### src/rtl/ascii_disp_pkg.sv
// ascii_disp_pkg: shared constants and state type for the ASCII scroll buffer
package ascii_disp_pkg;
  localparam logic [7:0] ASCII_SPACE = 8'h20;
  typedef enum logic [1:0] {IDLE, LOAD, SCROLL} scroll_state_t;
endpackage

### src/rtl/ascii_scroll_buffer_if.sv
// ascii_scroll_buffer_if: message write port, scroll control and display outputs
interface ascii_scroll_buffer_if #(
  parameter int NUM_DIGITS = 5,
  parameter int MSG_DEPTH  = 16
);
  localparam int LW = $clog2(MSG_DEPTH + 1);
  logic                    WrValid;
  logic [7:0]              WrData;
  logic                    WrLast;
  logic                    WrReady;
  logic                    Run;
  logic                    Clear;
  logic [8*NUM_DIGITS-1:0] DigitAscii;
  logic [LW-1:0]           MsgLen;
  logic                    Scrolling;
  modport master (output WrValid, WrData, WrLast, Run, Clear,
                  input WrReady, DigitAscii, MsgLen, Scrolling);
  modport slave  (input WrValid, WrData, WrLast, Run, Clear,
                  output WrReady, DigitAscii, MsgLen, Scrolling);
endinterface

### src/rtl/scroll_tick_gen.sv
// scroll_tick_gen: TICK_DIV prescaler with enable and sync clear, one-cycle step pulse
module scroll_tick_gen #(
  parameter int TICK_DIV = 25_000_000
) (
  input  logic Clk,
  input  logic ResetN,
  input  logic en,
  input  logic clr,
  output logic step
);
  localparam int CW = TICK_DIV > 1 ? $clog2(TICK_DIV) : 1;
  logic [CW-1:0] cnt;
  assign step = en && cnt == CW'(TICK_DIV - 1);
  // count while enabled, wrapping on the step cycle; hold otherwise
  always_ff @(posedge Clk)
    if (!ResetN || clr) cnt <= '0;
    else if (en) cnt <= step ? '0 : cnt + 1'b1;
endmodule

### src/rtl/ascii_scroll_buffer.sv
// ascii_scroll_buffer: loads a message byte-wise and scrolls it right-to-left; ASCII_SCROLL_GAP_EN adds a blank screen between repeats
module ascii_scroll_buffer
  import ascii_disp_pkg::*;
#(
  parameter int NUM_DIGITS = 5,
  parameter int MSG_DEPTH  = 16,
  parameter int TICK_DIV   = 25_000_000
) (
  input logic            Clk,
  input logic            ResetN,
  ascii_scroll_buffer_if.slave bus
);
`ifdef ASCII_SCROLL_GAP_EN
  localparam int GAP = NUM_DIGITS;
`else
  localparam int GAP = 0;
`endif
  localparam int LW = $clog2(MSG_DEPTH + 1);
  localparam int IW = MSG_DEPTH > 1 ? $clog2(MSG_DEPTH) : 1;
  localparam int RW = $clog2(MSG_DEPTH + GAP + 1);
  scroll_state_t state, nxt;
  logic [7:0]    mem [MSG_DEPTH];
  logic [RW-1:0] rp, p_last;
  logic          accept, commit, step;
  logic [7:0]    ch;
  assign bus.WrReady   = state != SCROLL;
  assign bus.Scrolling = state == SCROLL;
  assign accept = bus.WrValid && bus.WrReady && !bus.Clear;
  assign commit = accept && (bus.WrLast || bus.MsgLen == LW'(MSG_DEPTH - 1));
  assign p_last = RW'(bus.MsgLen) + RW'(GAP) - 1'b1;
  assign ch     = rp < RW'(bus.MsgLen) ? mem[rp[IW-1:0]] : ASCII_SPACE;
  scroll_tick_gen #(.TICK_DIV(TICK_DIV)) u_tick (
    .Clk    (Clk),
    .ResetN (ResetN),
    .en     (bus.Run && state == SCROLL && !bus.Clear),
    .clr    (state != SCROLL || bus.Clear),
    .step   (step)
  );
  // state register
  always_ff @(posedge Clk)
    state <= !ResetN ? IDLE : nxt;
  // next state: Clear wins, then commit, then first accepted byte
  always_comb begin
    nxt = state;
    nxt = bus.Clear ? IDLE : commit ? SCROLL : accept ? LOAD : state;
  end
  // message storage; contents are don't-care until written
  always_ff @(posedge Clk)
    if (accept) mem[bus.MsgLen[IW-1:0]] <= bus.WrData;
  // length, read pointer and display shift register
  always_ff @(posedge Clk)
    if (!ResetN || bus.Clear) begin
      bus.MsgLen     <= '0;
      rp             <= '0;
      bus.DigitAscii <= {NUM_DIGITS{ASCII_SPACE}};
    end else begin
      if (accept) bus.MsgLen <= bus.MsgLen + 1'b1;
      if (commit) rp <= '0;
      else if (step) begin
        bus.DigitAscii <= (bus.DigitAscii << 8) | (8*NUM_DIGITS)'(ch);
        rp             <= rp == p_last ? '0 : rp + 1'b1;
      end
    end
endmodule

### src/flat_wrapper.sv
// flat-port wrapper written by rule: the top's interface ports become plain ports
module ascii_scroll_buffer_flat import ascii_disp_pkg::*;
#(
  parameter int NUM_DIGITS = 5,
  parameter int MSG_DEPTH  = 16,
  parameter int TICK_DIV   = 25_000_000
)
  (Clk, ResetN, bus_WrValid, bus_WrData, bus_WrLast, bus_Run, bus_Clear, bus_WrReady, bus_DigitAscii, bus_MsgLen, bus_Scrolling);
  ascii_scroll_buffer_if #(.NUM_DIGITS(NUM_DIGITS), .MSG_DEPTH(MSG_DEPTH)) bus_i ();
  input logic Clk;
  input logic ResetN;
  input wire logic [$bits(bus_i.WrValid)-1:0] bus_WrValid;
  input wire logic [$bits(bus_i.WrData)-1:0] bus_WrData;
  input wire logic [$bits(bus_i.WrLast)-1:0] bus_WrLast;
  input wire logic [$bits(bus_i.Run)-1:0] bus_Run;
  input wire logic [$bits(bus_i.Clear)-1:0] bus_Clear;
  output wire logic [$bits(bus_i.WrReady)-1:0] bus_WrReady;
  output wire logic [$bits(bus_i.DigitAscii)-1:0] bus_DigitAscii;
  output wire logic [$bits(bus_i.MsgLen)-1:0] bus_MsgLen;
  output wire logic [$bits(bus_i.Scrolling)-1:0] bus_Scrolling;
  assign bus_i.WrValid = bus_WrValid;
  assign bus_i.WrData = bus_WrData;
  assign bus_i.WrLast = bus_WrLast;
  assign bus_i.Run = bus_Run;
  assign bus_i.Clear = bus_Clear;
  assign bus_WrReady = bus_i.WrReady;
  assign bus_DigitAscii = bus_i.DigitAscii;
  assign bus_MsgLen = bus_i.MsgLen;
  assign bus_Scrolling = bus_i.Scrolling;
  ascii_scroll_buffer #(.NUM_DIGITS(NUM_DIGITS), .MSG_DEPTH(MSG_DEPTH), .TICK_DIV(TICK_DIV)) u_core (.Clk(Clk), .ResetN(ResetN), .bus(bus_i));
endmodule
### config.mk
export PLATFORM = sky130hd
export DESIGN_NAME = ascii_scroll_buffer_flat
export DESIGN_NICKNAME = d
export VERILOG_FILES = /design/src/rtl/ascii_disp_pkg.sv /design/src/rtl/ascii_scroll_buffer_if.sv /design/src/rtl/scroll_tick_gen.sv /design/src/rtl/ascii_scroll_buffer.sv /design/src/flat_wrapper.sv
export SDC_FILE = /design/constraint.sdc
export NUM_CORES = 1
export LEC_CHECK = 0
export BUFFER_PORTS_ARGS = -buffer_cell sky130_fd_sc_hd__buf_2
export CELL_PAD_IN_SITES_DETAIL_PLACEMENT = 1
export CELL_PAD_IN_SITES_GLOBAL_PLACEMENT = 1
export CORE_AREA = 10 10 138 140
export DETAILED_ROUTE_END_ITERATION = 6
export DIE_AREA = 0 0 148 150
export GPL_ROUTABILITY_DRIVEN = 0
export GPL_TIMING_DRIVEN = 0
export PLACE_DENSITY = 0.84
export SYNTH_ARGS = -nofsm -noshare
export SYNTH_HDL_FRONTEND = slang
export SYNTH_HIERARCHICAL = 1
export SYNTH_SLANG_ARGS = --single-unit
### constraint.sdc
create_clock -name Clk -period 4 [get_ports Clk]
set_input_delay 0.8 -clock Clk [delete_from_list [all_inputs] [get_ports Clk]]
set_output_delay 0.8 -clock Clk [all_outputs]
set_load 0.02 [all_outputs]
Word level (Yosys, flattened, before mapping)
Memory sizes are Yosys's and may differ from the RTL's. A register that Yosys moved wholly into a read port is not among the register bits.
Cells that the tools add are included.
Word-level totals
  memories: 1
  output and inout port bits: 47
  input port bits: 14
  register bits after elaboration: 77
  RAM bits: 128
  logic and storage cells: 46
Cells by class
  muxes and demuxes: 9
  bitwise operators: 3
  reductions and logical operators: 17
  equality and inequality tests: 5
  add/subtract/negate cells: 4
  $lt $le $gt $ge: 1
Memory list
  u_core.mem: words 16, width 8, read ports 1, clocked after Yosys merged registers in 1, write ports 1, line ascii_scroll_buffer.sv:22  | logic [7:0] mem [MSG_DEPTH];
Operator list (number)
  bitwise OR 40 x 8 -> 40 bit: 1
  adder 25 x 1 -> 25 bit, second input constant: 1
  equality test 25 bit, second input constant: 1
  2-to-1 mux 25 bit: 1
  adder 5 x 1 -> 5 bit, second input constant: 2
  2-to-1 mux 4 bit: 2
  2-to-1 mux 8 bit: 1
  logical AND 1 bit: 6
  equality test 5 x 4 -> 1 bit, second input constant: 1
  equality test 5 bit: 1
  < comparator 5 bit: 1
  2-to-1 mux 5 bit: 1
  subtractor 5 x 1 -> 5 bit, second input constant: 1
  logical OR 1 bit: 4
  2-to-1 mux 2 bit: 2
  OR reduction 2 bit: 2
  OR reduction 3 bit: 1
  equality test 2 bit, second input constant: 1
  logical NOT 1 bit: 2
  2-to-1 mux 1 bit: 2
  inequality test 2 bit, second input constant: 1
  inverter 1 bit: 2
  AND reduction 2 bit: 1
  nonzero test 2 bit: 1

Longest topological paths before layout
  word-level depth: 6
  depth in mapped cells: 13
  gate-level depth less buffers: 10

Hierarchy
Netlist, hierarchy kept.
Modules (own cells, without submodules)
  ascii_scroll_buffer: sequential area each 4964.8 sq um, times used 1, area an instance 7203.2 sq um, cells each 477
  scroll_tick_gen: sequential area each 500.5 sq um, times used 1, area an instance 1300.0 sq um, cells each 149

Least setup slack after synthesis
Ideal clock, no wire load.
  kind: in2reg
  start point: in bus_Clear
  end point: reg u_core.bus.DigitAscii[10]
  stages on the path: 11
  data arrival time: 2.648 ns
  setup slack: 1.282 ns
  buffers on the path: 3
  data required time: 3.929 ns
  library setup time: 0.071 ns
  cell sequence: nand2b_1 > nor2_1 > and4_1 > buf_6 > nand4_1 > nor4_1 > clkbuf_1 > a21boi_2 > buf_2 > nand2_1 > a21oi_1
Between the ends
  elaborated cells on any way between the ends: 8
  those cells by class: 1 x bitwise; 7 x reduce/logical
RTL lines
  from (decl): line flat_wrapper.sv:16  | input wire logic [$bits(bus_i.Clear)-1:0] bus_Clear;
  logical NOT 1 bit: line ascii_scroll_buffer.sv:35  | .en (bus.Run && state == SCROLL && !bus.Clear),
  logical AND 1 bit: line ascii_scroll_buffer.sv:35
  logical AND 1 bit: line scroll_tick_gen.sv:13  | assign step = en && cnt == CW'(TICK_DIV - 1);
  named net u_core.step: line ascii_scroll_buffer.sv:24  | logic accept, commit, step;
  AND reduction 2 bit (no line)
  to (signal assigned): line ascii_scroll_buffer.sv:55  | bus.DigitAscii <= {NUM_DIGITS{ASCII_SPACE}};
  to (signal assigned): line ascii_scroll_buffer.sv:60  | bus.DigitAscii <= (bus.DigitAscii << 8) | (8*NUM_DIGITS)'(ch);
  to (decl): line ascii_scroll_buffer_if.sv:19  | output WrReady, DigitAscii, MsgLen, Scrolling);
The timed path passes the listed nets, and every way through them passes these cells.
A chain may end at the register's enable or synchronous reset.

Worst setup path in the final report
  start point: reg u_core.state[0]
  end point: reg u_core.rp[3]
Between the ends
  elaborated cells on any way between the ends: 9
  those cells by class: 2 x eq/ne; 7 x reduce/logical
RTL lines
  from (decl): line ascii_scroll_buffer.sv:21  | scroll_state_t state, nxt;
  from (signal assigned): line ascii_scroll_buffer.sv:41  | state <= !ResetN ? IDLE : nxt;
  equality test 2 bit: line ascii_scroll_buffer.sv:35
  logical AND 1 bit (2 in series): line ascii_scroll_buffer.sv:35
  logical AND 1 bit: line scroll_tick_gen.sv:13
  named net u_core.step: line ascii_scroll_buffer.sv:24
  to (signal assigned): line ascii_scroll_buffer.sv:61  | rp <= rp == p_last ? '0 : rp + 1'b1;
  to (decl): line ascii_scroll_buffer.sv:23  | logic [RW-1:0] rp, p_last;
The timed path passes the listed nets, and every way through them passes these cells.

==> flow_summary.yaml <==
status:
  status: "completed"
drt:
  dr.pass1.iters: 4
  drc_errors: 0
  via_count: 5489
  vias_per_cell: 5.808
  wl_per_cell_microns: 22.35
  drtIter0Drc: 291
  drtAntennaViolNets: 0
  wl_mm: 21.12
logic_synthesis:
  syn-cell-area_sq_um: 8503
  synth_edf_count: 128
  syn_nets: 652
  synth_ff_type: "edfxtp_1"
  async_reset_ff_share_pct: 0
  yosysSeqAreaShare_pct: 64.27
  syn_area_per_cell_sq_um: 13.58
  synth_cell_type_count: 56
  ys_warn_count: 6
  synth.ff_latch_count: 209
  synth_cells: 626
worst_setup_path:
  path_cells: "nand2b_1 > inv_2 > nand2b_1 > nor2_1 > and4_1 > buf_6 > nand4_1 > nor4_1 > clkbuf_1 > nand4b_1 > a211oi_1 > nor3_1"
  critPathArrivalTime_ps: 3490
  cp.required_ps: 4340
  rrSetupSlack_ps: 850
  cp_common_cell: "nand2b_1"
  rr_worst_depth: 12
  end_kind: "flop"
  r2r_start: "u_core/state[0]"
  r2r-end: "u_core/rp[3]"
  max_stage_delay_ps: 590
  critical_path.startpoint_type: "flop"
  worst_path_max_delay_cell: "a211oi_1"
  crit_type: "flop to flop"
  critPathMaxFanout: 9
global_routing:
  grt_pass1_wl_mm: 33.53
  grt.total_usage_pct: 18.99
  grt_pass1_vias: 5975
  grt_max_degree: 17
  grt_overflow: 0
  antenna_found_initial: 0
power:
  ir_drop_uv: 576.5
  p_leak_uw: 0.003287
  cellPowerDensity_nw_per_um2: 434.9
clocking:
  cts_tree: "done"
  cts_sinks: 209
  numCtsBuffers: 22
  clkTransAtPathRegs_ps: 60
  post_cts_resized: 0
  cts-root-buf: "clkbuf_16"
  htreeDepth: 1
  cts_setup_buffers: 0
  clk_latency_ps: 500
  clockBufferDepth: 3
  hold_buffers: 0
sta:
  period_share_pct: 78.77
  setup_viol: 0
  hold_viol_final: 0
  relSlewSlack_pct: 20.91
  finClkSkew_ps: 14.96
  max_freq_ghz: 0.3174
  slew_viol_final: 0
  tns_ps: 0
  worst_slew_pin_slew_ps: 1177
  finalCriticalPeriod_ps: 3151
  rsz0062_at_grt: "false"
finish:
  stdcell_count: 945
  area_growth_pct: 14.60
  fill_cells: 1629
  n_antenna_cell: 0
  drive_gt1_share_pct: 19.72
  finalNetCount: 736
  final_common_cell: "edfxtp_1"
  most-common-layout-cells: "128 x edfxtp_1, 92 x nand2_1, 81 x dfxtp_1"
hold_path:
  min-delay-start: "u_core/bus.DigitAscii[36]"
  hold_class: "flop to flop"
  hold-path-endpoint: "u_core/bus.DigitAscii[36]"
  whs_path_depth: 2
floorplan:
  initial_core_util_pct: 52.01
  io_pins: 61
  core_area_sq_um: 16350
  die-area_sq_um: 22200
  die_w_microns: 148
  dieHeight_microns: 150
  num_rows: 47
placement:
  numPortBuffers: 60
  placed_cells: 906
  dp.final_hpwl_mm: 14.59
job:
  cap_violations: 0
==> how the worst max path moves through the flow <==
stage	from	end	slack, ps	cells after the start
3_5_place_dp	bus_Clear	flop	560	11
5_1_grt	u_core/state[0]	u_core/bus.DigitAscii[9]	580	13
4_1_cts	u_core/state[0]	u_core/rp[3]	860	12
6_report	u_core/state[0]	u_core/rp[3]	850	12
2_1_floorplan	bus_Clear	u_core/bus.DigitAscii[10]	1280	11
3_3_place_gp	bus_Clear	u_core/bus.DigitAscii[8]	630	12
==> through the flow <==
| stage | power [uW] | setup slack (ps) | hold slack (ps) | utilization [%] | instance area, sq um |
|---|---|---|---|---|---|
| global placement | 2412 | 630.5 | 438.7 | 55.53 | 9079 |
| floorplan | 2376 | 1282 | 431.3 | - | 8503 |
| finish | 4238 | 849.0 | 459.1 | 59.61 | 9744 |
| CTS | 4271 | 860.5 | 460.5 | 59.54 | 9734 |
| global route | 4364 | 575.2 | 496.9 | 59.61 | 9744 |
| detailed placement | 2419 | 559.3 | 449.2 | 55.53 | 9079 |
==> synth_stat cells, types with 3 or more instances <==
library cell  count  area [sq um]
a22o_1            7         61.31
clkbuf_1          8         30.03
nor3_1           13         65.06
nor2b_1           6         37.54
a21oi_1          45         225.2
edfxtp_1        128          3844
nand2b_1          4         25.02
xnor2_1           9         78.83
ha_1             12         150.1
mux4_2           20         450.4
nor4_1            3         18.77
or3_1             7         43.79
dfxtp_1          81          1622
nand2_1          92         345.3
o31ai_1           5         37.54
and3_1            3         18.77
nand3b_1          4         30.03
a22oi_1          16         120.1
buf_2             9         45.04
buf_6             5         56.30
mux4_1           12         315.3
nand4_1          14         87.58
nand3_1          12         60.06
nor2_1           36         135.1
inv_1             9         33.78
o21ai_0          11         55.05
or4_1             4         30.03
xor2_1           13         113.9
buf_1             4         15.01
==> final cells by class <==
type                    instances  area (sq um)  area share [%]
well taps                     220         275.3           2.825
inverters                      10         37.54          0.3852
clock buffers                  28         573.1           5.881
plain buffers                  31         214.0           2.196
flip-flops and latches        209          5465           56.09
repair buffers                 60         300.3           3.082
multi-input cells             376          2796           28.70
clock inverters                11         82.58          0.8475
==> flip-flops by register name (all words and copies together) (netlist names), named ones only <==
name	count
u_core/mem	128
u_core/bus.MsgLen	5
u_core/state	2
u_core/rp	5
u_core/u_tick/cnt	25
u_core/bus.DigitAscii	40
==> routing by layer <==
| metal | up-vias | global-route usage, % | wire length [microns] |
|---|---|---|---|
| met5 | - | 0 | 0 |
| met4 | 0 | 5.451 | 451 |
| met3 | 32 | 4.016 | 1151 |
| met1 | 2800 | 22.83 | 8703 |
| met2 | 135 | 33.66 | 10820 |
| li1 | 2522 | - | - |
==> worst max-delay path: cells and delay by family (launching register included) <==
kind	cells	cell delay, ps
simple gates	8	1400
buf+inv	3	680
compound gates	1	590
flops	1	310
==> kinds of logic (layout without fill, tap and decap cells) <==
logic type	after synthesis	count (layout)	synth area share, %
buf+inv	41	140	2.957
fa+ha+maj	12	12	1.766
mux	34	34	9.241
flops	209	209	64.27
simple gates	215	215	12.76
xor+xnor	22	22	2.266
compound gates	93	93	6.739
==> report_power, final <==
| part | internal, uW | total [uW] | switching [uW] |
|---|---|---|---|
| registers | 2290 | 2290 | 3.70 |
| logic | 22.7 | 80.8 | 58.2 |
| clock network | 1080 | 1860 | 788 |
No activity file was read; power rests on OpenSTA's default activity.
